$ cat src/rtl/seg7_scan_decoder_if.sv
// seg7_scan_decoder_if
// Bundles the multiplexed display bus being monitored and the change-event
// stream produced by the decoder.
//   scan_valid  sample strobe for seg_in / digit_en
//   seg_in      segment lines, active-high, bit0 = a .. bit6 = g
//   digit_en    one-hot digit enables, active-high
//   out_valid   change event available
//   out_ready   consumer accepts the event
//   out_index   digit that changed
//   out_value   new 3-bit value
//   out_known   new pattern was a legal digit
// Modports: master drives the scan bus and out_ready (display side plus
// consumer); slave is the decoder.
interface seg7_scan_decoder_if #(
  parameter int NUM_DIGITS = 4
);
  localparam int IDX_W = (NUM_DIGITS > 1) ? $clog2(NUM_DIGITS) : 1;

  logic                  scan_valid;
  logic [6:0]            seg_in;
  logic [NUM_DIGITS-1:0] digit_en;
  logic                  out_valid;
  logic                  out_ready;
  logic [IDX_W-1:0]      out_index;
  logic [2:0]            out_value;
  logic                  out_known;

  modport master (
    output scan_valid, seg_in, digit_en, out_ready,
    input  out_valid, out_index, out_value, out_known
  );

  modport slave (
    input  scan_valid, seg_in, digit_en, out_ready,
    output out_valid, out_index, out_value, out_known
  );
endinterface

$ cat src/rtl/seg7_scan_decoder.sv
// seg7_scan_decoder
// Watches a multiplexed 7-segment display bus and reconstructs the 3-bit
// value shown on each digit. Every sample addressed to a digit passes
// through a per-digit stability filter; values that stay identical for
// STABLE_COUNT samples are committed and reported as change events.
// Ports:
//   clk               single clock
//   reset_n           synchronous, active-low reset
//   bus               scan bus inputs and event stream (slave modport)
//   committed_values  digit d at [4d+3:4d] = {known, value[2:0]}
//   onehot_err        one-cycle pulse: strobe with non-one-hot digit_en
//   overrun           sticky: a pending event was superseded unread
module seg7_scan_decoder #(
  parameter int NUM_DIGITS   = 4,
  parameter int STABLE_COUNT = 3
) (
  input  logic                    clk,
  input  logic                    reset_n,
  seg7_scan_decoder_if.slave      bus,
  output logic [4*NUM_DIGITS-1:0] committed_values,
  output logic                    onehot_err,
  output logic                    overrun
);

  localparam int         IDX_W      = (NUM_DIGITS > 1) ? $clog2(NUM_DIGITS) : 1;
  localparam logic [3:0] STABLE_CNT = 4'(STABLE_COUNT);

  // Exact-match segment decode; anything else (blank included) is unknown.
  function automatic logic [3:0] decode_seg(input logic [6:0] seg);
    logic [3:0] code;
    case (seg)
      7'b0111111: code = 4'b1000;
      7'b0000110: code = 4'b1001;
      7'b1011011: code = 4'b1010;
      7'b1001111: code = 4'b1011;
      7'b1100110: code = 4'b1100;
      7'b1101101: code = 4'b1101;
      7'b1111101: code = 4'b1110;
      7'b0000111: code = 4'b1111;
      default:    code = 4'b0000;
    endcase
    return code;
  endfunction

  // True when exactly one enable bit is set.
  function automatic logic is_onehot(input logic [NUM_DIGITS-1:0] v);
    logic [4:0] ones;
    ones = 5'd0;
    for (int i = 0; i < NUM_DIGITS; i++) begin
      ones = ones + {4'd0, v[i]};
    end
    return (ones == 5'd1);
  endfunction

  // Index of the lowest set bit; used both for one-hot enables and for
  // the fixed-priority pick among pending digits.
  function automatic logic [IDX_W-1:0] lowest_set_index(input logic [NUM_DIGITS-1:0] v);
    logic [IDX_W-1:0] idx;
    idx = {IDX_W{1'b0}};
    for (int i = NUM_DIGITS - 1; i >= 0; i--) begin
      if (v[i]) begin
        idx = IDX_W'(i);
      end else begin
        idx = idx;
      end
    end
    return idx;
  endfunction

  // Stage 1 registers
  logic             s1_valid_r;
  logic [3:0]       s1_code_r;
  logic [IDX_W-1:0] s1_idx_r;
  logic             onehot_err_r;

  // Stage 2 per-digit filter state
  logic [3:0]            cand_r [NUM_DIGITS];
  logic [3:0]            cnt_r  [NUM_DIGITS];
  logic [3:0]            comm_r [NUM_DIGITS];
  logic [NUM_DIGITS-1:0] pend_r;
  logic                  overrun_r;

  // Output stage registers
  logic             out_valid_r;
  logic [IDX_W-1:0] out_index_r;
  logic [2:0]       out_value_r;
  logic             out_known_r;

  // Combinational next-state terms
  logic                  sample_onehot_s;
  logic [3:0]            cur_cand_s;
  logic [3:0]            cur_cnt_s;
  logic [3:0]            cur_comm_s;
  logic [3:0]            new_cand_s;
  logic [3:0]            new_cnt_s;
  logic                  commit_s;
  logic [IDX_W-1:0]      load_idx_s;
  logic                  load_s;
  logic                  load_same_s;
  logic                  overrun_set_s;
  logic [NUM_DIGITS-1:0] pend_next_s;

  // Enable legality of the current strobe.
  always_comb begin
    sample_onehot_s = is_onehot(bus.digit_en);
  end

  // Stage 1: capture decoded code and digit index of each legal strobe.
  always_ff @(posedge clk) begin
    if (!reset_n) begin
      s1_valid_r   <= 1'b0;
      s1_code_r    <= 4'd0;
      s1_idx_r     <= {IDX_W{1'b0}};
      onehot_err_r <= 1'b0;
    end else begin
      s1_valid_r   <= bus.scan_valid && sample_onehot_s;
      onehot_err_r <= bus.scan_valid && !sample_onehot_s;
      if (bus.scan_valid && sample_onehot_s) begin
        s1_code_r <= decode_seg(bus.seg_in);
        s1_idx_r  <= lowest_set_index(bus.digit_en);
      end else begin
        s1_code_r <= s1_code_r;
        s1_idx_r  <= s1_idx_r;
      end
    end
  end

  // Stage 2 filter update for the digit addressed by the stage-1 sample.
  always_comb begin
    cur_cand_s = cand_r[s1_idx_r];
    cur_cnt_s  = cnt_r[s1_idx_r];
    cur_comm_s = comm_r[s1_idx_r];
    new_cand_s = cur_cand_s;
    new_cnt_s  = cur_cnt_s;
    if (s1_code_r == cur_cand_s) begin
      new_cand_s = cur_cand_s;
      if (cur_cnt_s >= STABLE_CNT) begin
        new_cnt_s = STABLE_CNT;
      end else begin
        new_cnt_s = cur_cnt_s + 4'd1;
      end
    end else begin
      new_cand_s = s1_code_r;
      new_cnt_s  = 4'd1;
    end
    commit_s = s1_valid_r && (new_cnt_s == STABLE_CNT) && (new_cand_s != cur_comm_s);
  end

  // Output-stage load decision and pending-bit bookkeeping. A commit to the
  // digit being loaded keeps its pend bit so the newer value follows later.
  always_comb begin
    load_idx_s    = lowest_set_index(pend_r);
    load_s        = (|pend_r) && (!out_valid_r || bus.out_ready);
    load_same_s   = load_s && (load_idx_s == s1_idx_r);
    overrun_set_s = commit_s && pend_r[s1_idx_r] && !load_same_s;
    pend_next_s   = pend_r;
    for (int d = 0; d < NUM_DIGITS; d++) begin
      if (commit_s && (s1_idx_r == IDX_W'(d))) begin
        pend_next_s[d] = 1'b1;
      end else if (load_s && (load_idx_s == IDX_W'(d))) begin
        pend_next_s[d] = 1'b0;
      end else begin
        pend_next_s[d] = pend_r[d];
      end
    end
  end

  // Stage 2 state: per-digit candidate/counter/committed code, pend, overrun.
  always_ff @(posedge clk) begin
    if (!reset_n) begin
      for (int d = 0; d < NUM_DIGITS; d++) begin
        cand_r[d] <= 4'd0;
        cnt_r[d]  <= 4'd0;
        comm_r[d] <= 4'd0;
      end
      pend_r    <= {NUM_DIGITS{1'b0}};
      overrun_r <= 1'b0;
    end else begin
      if (s1_valid_r) begin
        cand_r[s1_idx_r] <= new_cand_s;
        cnt_r[s1_idx_r]  <= new_cnt_s;
      end else begin
        cand_r[s1_idx_r] <= cand_r[s1_idx_r];
        cnt_r[s1_idx_r]  <= cnt_r[s1_idx_r];
      end
      if (commit_s) begin
        comm_r[s1_idx_r] <= new_cand_s;
      end else begin
        comm_r[s1_idx_r] <= comm_r[s1_idx_r];
      end
      pend_r    <= pend_next_s;
      overrun_r <= overrun_r || overrun_set_s;
    end
  end

  // Output stage: event register reads the committed code as it stands
  // at the load edge, and holds while the consumer stalls.
  always_ff @(posedge clk) begin
    if (!reset_n) begin
      out_valid_r <= 1'b0;
      out_index_r <= {IDX_W{1'b0}};
      out_value_r <= 3'd0;
      out_known_r <= 1'b0;
    end else if (load_s) begin
      out_valid_r <= 1'b1;
      out_index_r <= load_idx_s;
      out_value_r <= comm_r[load_idx_s][2:0];
      out_known_r <= comm_r[load_idx_s][3];
    end else if (out_valid_r && bus.out_ready) begin
      out_valid_r <= 1'b0;
      out_index_r <= out_index_r;
      out_value_r <= out_value_r;
      out_known_r <= out_known_r;
    end else begin
      out_valid_r <= out_valid_r;
      out_index_r <= out_index_r;
      out_value_r <= out_value_r;
      out_known_r <= out_known_r;
    end
  end

  // Flatten committed codes onto the snapshot bus.
  always_comb begin
    committed_values = {(4*NUM_DIGITS){1'b0}};
    for (int d = 0; d < NUM_DIGITS; d++) begin
      committed_values[4*d +: 4] = comm_r[d];
    end
  end

  assign bus.out_valid = out_valid_r;
  assign bus.out_index = out_index_r;
  assign bus.out_value = out_value_r;
  assign bus.out_known = out_known_r;
  assign onehot_err    = onehot_err_r;
  assign overrun       = overrun_r;

endmodule

$ cat src/flat_wrapper.sv
// flat-port wrapper written by rule: the top's interface ports become plain ports
module seg7_scan_decoder_flat 
#(
  parameter int NUM_DIGITS   = 4,
  parameter int STABLE_COUNT = 3
)
  (clk, reset_n, committed_values, onehot_err, overrun, bus_scan_valid, bus_seg_in, bus_digit_en, bus_out_ready, bus_out_valid, bus_out_index, bus_out_value, bus_out_known);
  seg7_scan_decoder_if #(.NUM_DIGITS(NUM_DIGITS)) bus_i ();
  input  logic clk;
  input  logic reset_n;
  output logic [4*NUM_DIGITS-1:0] committed_values;
  output logic onehot_err;
  output logic overrun;
  input wire logic [$bits(bus_i.scan_valid)-1:0] bus_scan_valid;
  input wire logic [$bits(bus_i.seg_in)-1:0] bus_seg_in;
  input wire logic [$bits(bus_i.digit_en)-1:0] bus_digit_en;
  input wire logic [$bits(bus_i.out_ready)-1:0] bus_out_ready;
  output wire logic [$bits(bus_i.out_valid)-1:0] bus_out_valid;
  output wire logic [$bits(bus_i.out_index)-1:0] bus_out_index;
  output wire logic [$bits(bus_i.out_value)-1:0] bus_out_value;
  output wire logic [$bits(bus_i.out_known)-1:0] bus_out_known;
  assign bus_i.scan_valid = bus_scan_valid;
  assign bus_i.seg_in = bus_seg_in;
  assign bus_i.digit_en = bus_digit_en;
  assign bus_i.out_ready = bus_out_ready;
  assign bus_out_valid = bus_i.out_valid;
  assign bus_out_index = bus_i.out_index;
  assign bus_out_value = bus_i.out_value;
  assign bus_out_known = bus_i.out_known;
  seg7_scan_decoder #(.NUM_DIGITS(NUM_DIGITS), .STABLE_COUNT(STABLE_COUNT)) u_core (.clk(clk), .reset_n(reset_n), .bus(bus_i), .committed_values(committed_values), .onehot_err(onehot_err), .overrun(overrun));
endmodule
$ cat config.mk
export PLATFORM = sky130hd
export DESIGN_NAME = seg7_scan_decoder_flat
export DESIGN_NICKNAME = d
export VERILOG_FILES = /design/src/rtl/seg7_scan_decoder_if.sv /design/src/rtl/seg7_scan_decoder.sv /design/src/flat_wrapper.sv
export SDC_FILE = /design/constraint.sdc
export NUM_CORES = 1
export LEC_CHECK = 0
export BUFFER_PORTS_ARGS = -buffer_cell sky130_fd_sc_hd__buf_4
export CAP_MARGIN = 20
export CORE_MARGIN = 4
export CORE_UTILIZATION = 30
export CTS_BUF_LIST = sky130_fd_sc_hd__clkbuf_8 sky130_fd_sc_hd__clkbuf_16
export DETAILED_ROUTE_END_ITERATION = 6
export SETUP_SLACK_MARGIN = 0.2
export SYNTH_ARGS = -nofsm -noshare
export SYNTH_HDL_FRONTEND = slang
export SYNTH_SLANG_ARGS = --single-unit
$ cat constraint.sdc
create_clock -name clk -period 5.2 [get_ports clk]
set_input_delay 1.04 -clock clk [delete_from_list [all_inputs] [get_ports clk]]
set_output_delay 1.04 -clock clk [all_outputs]
set_load 0.005 [all_outputs]
== Word level (Yosys, flattened, before mapping) ==
Memories as Yosys holds them, arrays and structs flattened. A register that Yosys moved wholly into a read port is not among the register bits.
Cells that the tools add are included.

* Reduce and logical (&&, ||, !) cells: 34
* Bitwise logic cells: 3
* Equality and inequality tests: 19
* Multiplexer cells: 55
* $add $sub $neg: 4
* Order comparisons: 2

{| class="wikitable"
|+ Operator list
! kind !! number
|-
| 2-to-1 mux 4 bit || 9
|-
| == test 7 bit, second input constant || 5
|-
| 2-to-1 mux 2 bit || 17
|-
| one-hot mux 4 bit (8 select lines) || 1
|-
| 2-to-1 mux 1 bit || 27
|-
| logical AND 1 bit || 17
|-
| OR reduction 4 bit || 4
|-
| == test 7 x 3 -> 1 bit, second input constant || 2
|-
| adder 5 x 1 -> 5 bit || 2
|-
| nonzero test 2 bit || 5
|-
| == test 2 bit, second input constant || 4
|-
| == test 7 x 6 -> 1 bit, second input constant || 1
|-
| == test 5 x 1 -> 1 bit, second input constant || 1
|-
| adder 4 x 1 -> 4 bit, second input constant || 1
|-
| == test 2 x 1 -> 1 bit, second input constant || 2
|-
| == test 4 x 2 -> 1 bit, second input constant || 1
|-
| == test 4 bit || 1
|-
| greater-or-equal comparator 4 x 2 -> 1 bit, second input constant || 1
|-
| zero test 1 bit || 4
|-
| zero test 2 bit || 2
|-
| != test 4 bit || 1
|-
| less-than comparator 2 x 3 -> 1 bit, second input constant || 1
|-
| OR 1 bit || 3
|-
| adder 1 x 1 -> 2 bit || 1
|-
| other kinds (3) || 4
|}

* Bits of input ports: 15
* Memory bits (writable): 48
* Register bits after elaboration: 16
* Memories: 3
* Logic and storage cells: 131
* Output and inout bits: 25

{| class="wikitable"
|+ Memory list
! name !! depth !! width !! read ports !! clocked after memory_dff !! write ports !! RTL line !! source
|-
| u_core.cand_r || 4 || 4 || 1 || 1 || 4 || seg7_scan_decoder.sv:77 || <nowiki>logic [3:0] cand_r [NUM_DIGITS];</nowiki>
|-
| u_core.cnt_r || 4 || 4 || 1 || 1 || 4 || seg7_scan_decoder.sv:78 || <nowiki>logic [3:0] cnt_r [NUM_DIGITS];</nowiki>
|-
| u_core.comm_r || 4 || 4 || 6 || 2 || 4 || seg7_scan_decoder.sv:79 || <nowiki>logic [3:0] comm_r [NUM_DIGITS];</nowiki>
|}

== Longest topological paths before layout ==
* Depth in word-level cells: 12
* Mapped depth: 10

== Least setup slack after synthesis ==
Ideal clock, no wire load.

* Path type: input-to-reg
* Start point: input bus_digit_en[0]
* End point: register with a tool-made name
* Stages: 10
* Arrival: 2.885 ns
* Slack: 2.244 ns
* Path buffers: 0
* Path through: ha_1 inv_1 fa_1 inv_1 ha_1 nor3_1 nand2_1 a2111oi_0 a21oi_1 nor2_1

{| class="wikitable"
|+ RTL lines
! element !! RTL line !! source
|-
| start: declaration || flat_wrapper.sv:16 || <nowiki>input wire logic [$bits(bus_i.digit_en)-1:0] bus_digit_en;</nowiki>
|}

==> impl_results.md <==
- Sequential-to-total area share from yosys stat: 50.2%
- H-tree depth: 3
- RSZ-0062 raised after global routing: false
- Count of final setup violators: 0
- Pwr dens: 304 nW/µm²
- Num CTS Buffers: 9
- Port Buffers: 39
- Mapped Nets: 365
- Post-route DRC: 0
- First DRT Iteration DRCs: 196
- Overall routed net length: 8780 µm
- Crit. End Element: flip-flop
- Met2 wire len: 4280 µm
- EDFF count, synth: 48
- Count of final max-slew check failures: 0
- Commonest non-fill, non-tap cell in the layout: nand2_1
- Hpwl dp: 6220 µm
- DR WL met3: 420 µm
- TritonCTS clock tree: built
- Cell-internal power: 0.00103 W
- Core Area: 12100 µm²
- Setup bufs post-CTS: 0
- Switching pwr: 0.000321 W
- Post-Syn Area per Cell: 10.8 µm²
- Yosys warns: 0
- Status: complete, no violations
- Wire length of the first global-routing pass: 14500 µm
- Sequential share of power: 47.5%
- Clock tree buffer depth: 2
- Distinct cells, synth: 46
- Post-synth top area cell: edfxtp_1
- Max-Cap Viols: 0
- Hold WC Path Type: reg2reg
- Vias post-DR: 2675
- Slew Limit Headroom: 40.1%
- Leakage: 1.67 nW
- Clk_skew: 0.00447 ns
- Worst slew pin tran: 0.897 ns
- Via density per instance: 4.86
- Number of diodes: 0
- I/O pins: 40
- GRT overflow: 0
- FF+latch count, synth: 70
- Area grow syn2layout: 18.5%
- Layout cells sized above 1: 20.2%
- Cts repair resizes: 0
- Cells after Synth: 346
- Wl on met1: 3940 µm
- Vias in the first global route: 2822
- 1st-pass router iterations: 5
- Chip width: 120 µm
- Top_reg_cell synth: edfxtp_1
- Async SR Flop Fraction: 0%
- Root buffer cell: clkbuf_16
- Pin count of the biggest net entering global routing: 32
- RePlAce Congestion: 0.822
- Max Used Layer: met4
- Antenna violations before repair: 0
- Clk pin slew, worst setup/hold paths: 0.05 ns
- Nets: 396
- Setup TNS: 0 ns
- Post-CTS Hold Fix Bufs: 0
- Startpoint Class: flip-flop
- Crit path DAT: 3.18 ns
- Reg2Reg Setup Slack: 2.09 ns
- Share of total power in the clock network: 41.4%
- Sink Count: 70
- Commonest cells after routing, fill and taps aside: nand2_1, edfxtp_1, nor2_1
- Ranking of synthesized cells by area: edfxtp_1, dfxtp_1, mux4_2
- Critical path fanouts, max: 16
- Yosys top cell area share: 38.5%
- Post-DRT Antenna Nets: 0
- Site Rows: 40
- WHS: 0.465 ns
- Wirelength per Cell: 16.0 µm
- VDD IR-drop max: 0.148 mV
- Comb pwr share: 11.1%
- Minimum clock period: 3.11 ns
- Mapped cell area: 3750 µm²
- Skew-Pair Late Insertion Delay: 0.33 ns
- Die area: 14300 µm²
- WP data required: 5.27 ns
- Initial Util: 31.0%
- Net Sw Frac: 23.7%
- Die height: 120 µm
- Tot GR Track Use: 12.9%
- Crit Path Category: reg2reg
- Max frequency: 321 MHz
- Hold Fails Final Rpt: 0
- Fin crit share: 59.9%
-- through the flow --
step | cell area, µm² | utilization, % | worst slack [ns] | cells | power (W)
4_1_cts | 4440 | 36.7 | 2.05 | 550 | 0.00136
3_3_place_gp | 4170 | 34.4 | 1.96 | 534 | 0.000799
5_1_grt | 4440 | 36.7 | 1.85 | 550 | 0.00140
3_5_place_dp | 4170 | 34.4 | 1.82 | 534 | 0.000804
6_report | 4440 | 36.7 | 2.09 | 550 | 0.00135
2_1_floorplan | 3750 | - | 2.24 | 346 | 0.000749
-- cell type report --
cell class | count | area (µm²)
fillers | 1222 | 7670
flip-flops and latches | 70 | 1880
multi-input cells | 239 | 1710
repair buffers | 41 | 308
clock buffers | 11 | 253
well taps | 168 | 210
inverters | 16 | 60.1
clock inverters | 5 | 20.0
-- registers in the layout (all words and copies together) (netlist names), named ones only --
signal,count
u_core.pend_r,4
u_core.bus.out_value,3
u_core.onehot_err,1
u_core.bus.out_valid,1
u_core.overrun,1
u_core.s1_code_r,4
u_core.bus.out_index,2
u_core.cand_r,16
u_core.s1_idx_r,2
u_core.bus.out_known,1
u_core.comm_r,16
u_core.cnt_r,16
u_core.s1_valid_r,1
-- metal layers --
| metal | up-vias | global-route usage [%] |
|---|---|---|
| met5 | - | 0 |
| met4 | 0 | 4.80 |
| met3 | 11 | 3.49 |
| met2 | 68 | 21.3 |
| met1 | 1308 | 16.1 |
| li1 | 1288 | - |
-- cells by family after synthesis --
family                     after synthesis  share of synthesized area (%)
muxes                                   40                           17.0
DFF                                     70                           50.2
and+or+nand+nor                        150                           18.0
adders and majority gates                4                           1.54
AOI/OAI and AO/OA                       34                           6.31
xor gates and xnor gates                11                           2.77
buffers and inverters                   37                           4.17
-- critical path, stage by stage (launching register included) --
cell,delay (ns)
dfxtp_1,0.90
mux4_1,0.77
xor2_1,0.20
nor4_2,0.47
a2111oi_4,0.10
buf_4,0.25
mux2i_1,0.15
-- path summary, 6_finish.rpt --
kind	to	depth (start not counted)	from
worst max-delay path	u_core.comm_r[0][3]$_SDFFCE_PN0P_	6	flip-flop
worst min-delay path	u_core.overrun$_SDFF_PN0_	2	u_core.overrun$_SDFF_PN0_
worst max register to register	u_core.comm_r[0][3]$_SDFFCE_PN0P_	6	flip-flop
worst min register to register	u_core.overrun$_SDFF_PN0_	2	u_core.overrun$_SDFF_PN0_
-- synth_stat cells, types with 3 or more instances --
cell      number
a21oi_1        9
buf_1          4
clkbuf_1      13
dfxtp_1       22
edfxtp_1      48
ha_1           3
inv_1         16
mux2i_1       22
mux4_1         3
mux4_2        15
nand2_1       68
nand2b_1       4
nand3_1        6
nor2_1        43
nor2b_1        3
nor3_1         9
nor3b_1        3
o21ai_0       10
o22ai_1        4
xnor2_1        6
xor2_1         4
-- power by group through the flow --
| stage | clock [W] | combinational, W | sequential, W |
|---|---|---|---|
| detailed placement | 0 | 0.000151 | 0.000653 |
| global route | 0.000591 | 0.000167 | 0.000645 |
| global placement | 0 | 0.000147 | 0.000652 |
| CTS | 0.000565 | 0.000151 | 0.000642 |
| finish | 0.000559 | 0.000150 | 0.000642 |
| floorplan | 0 | 0.000107 | 0.000642 |
No activity file was read; power rests on OpenSTA's default activity.
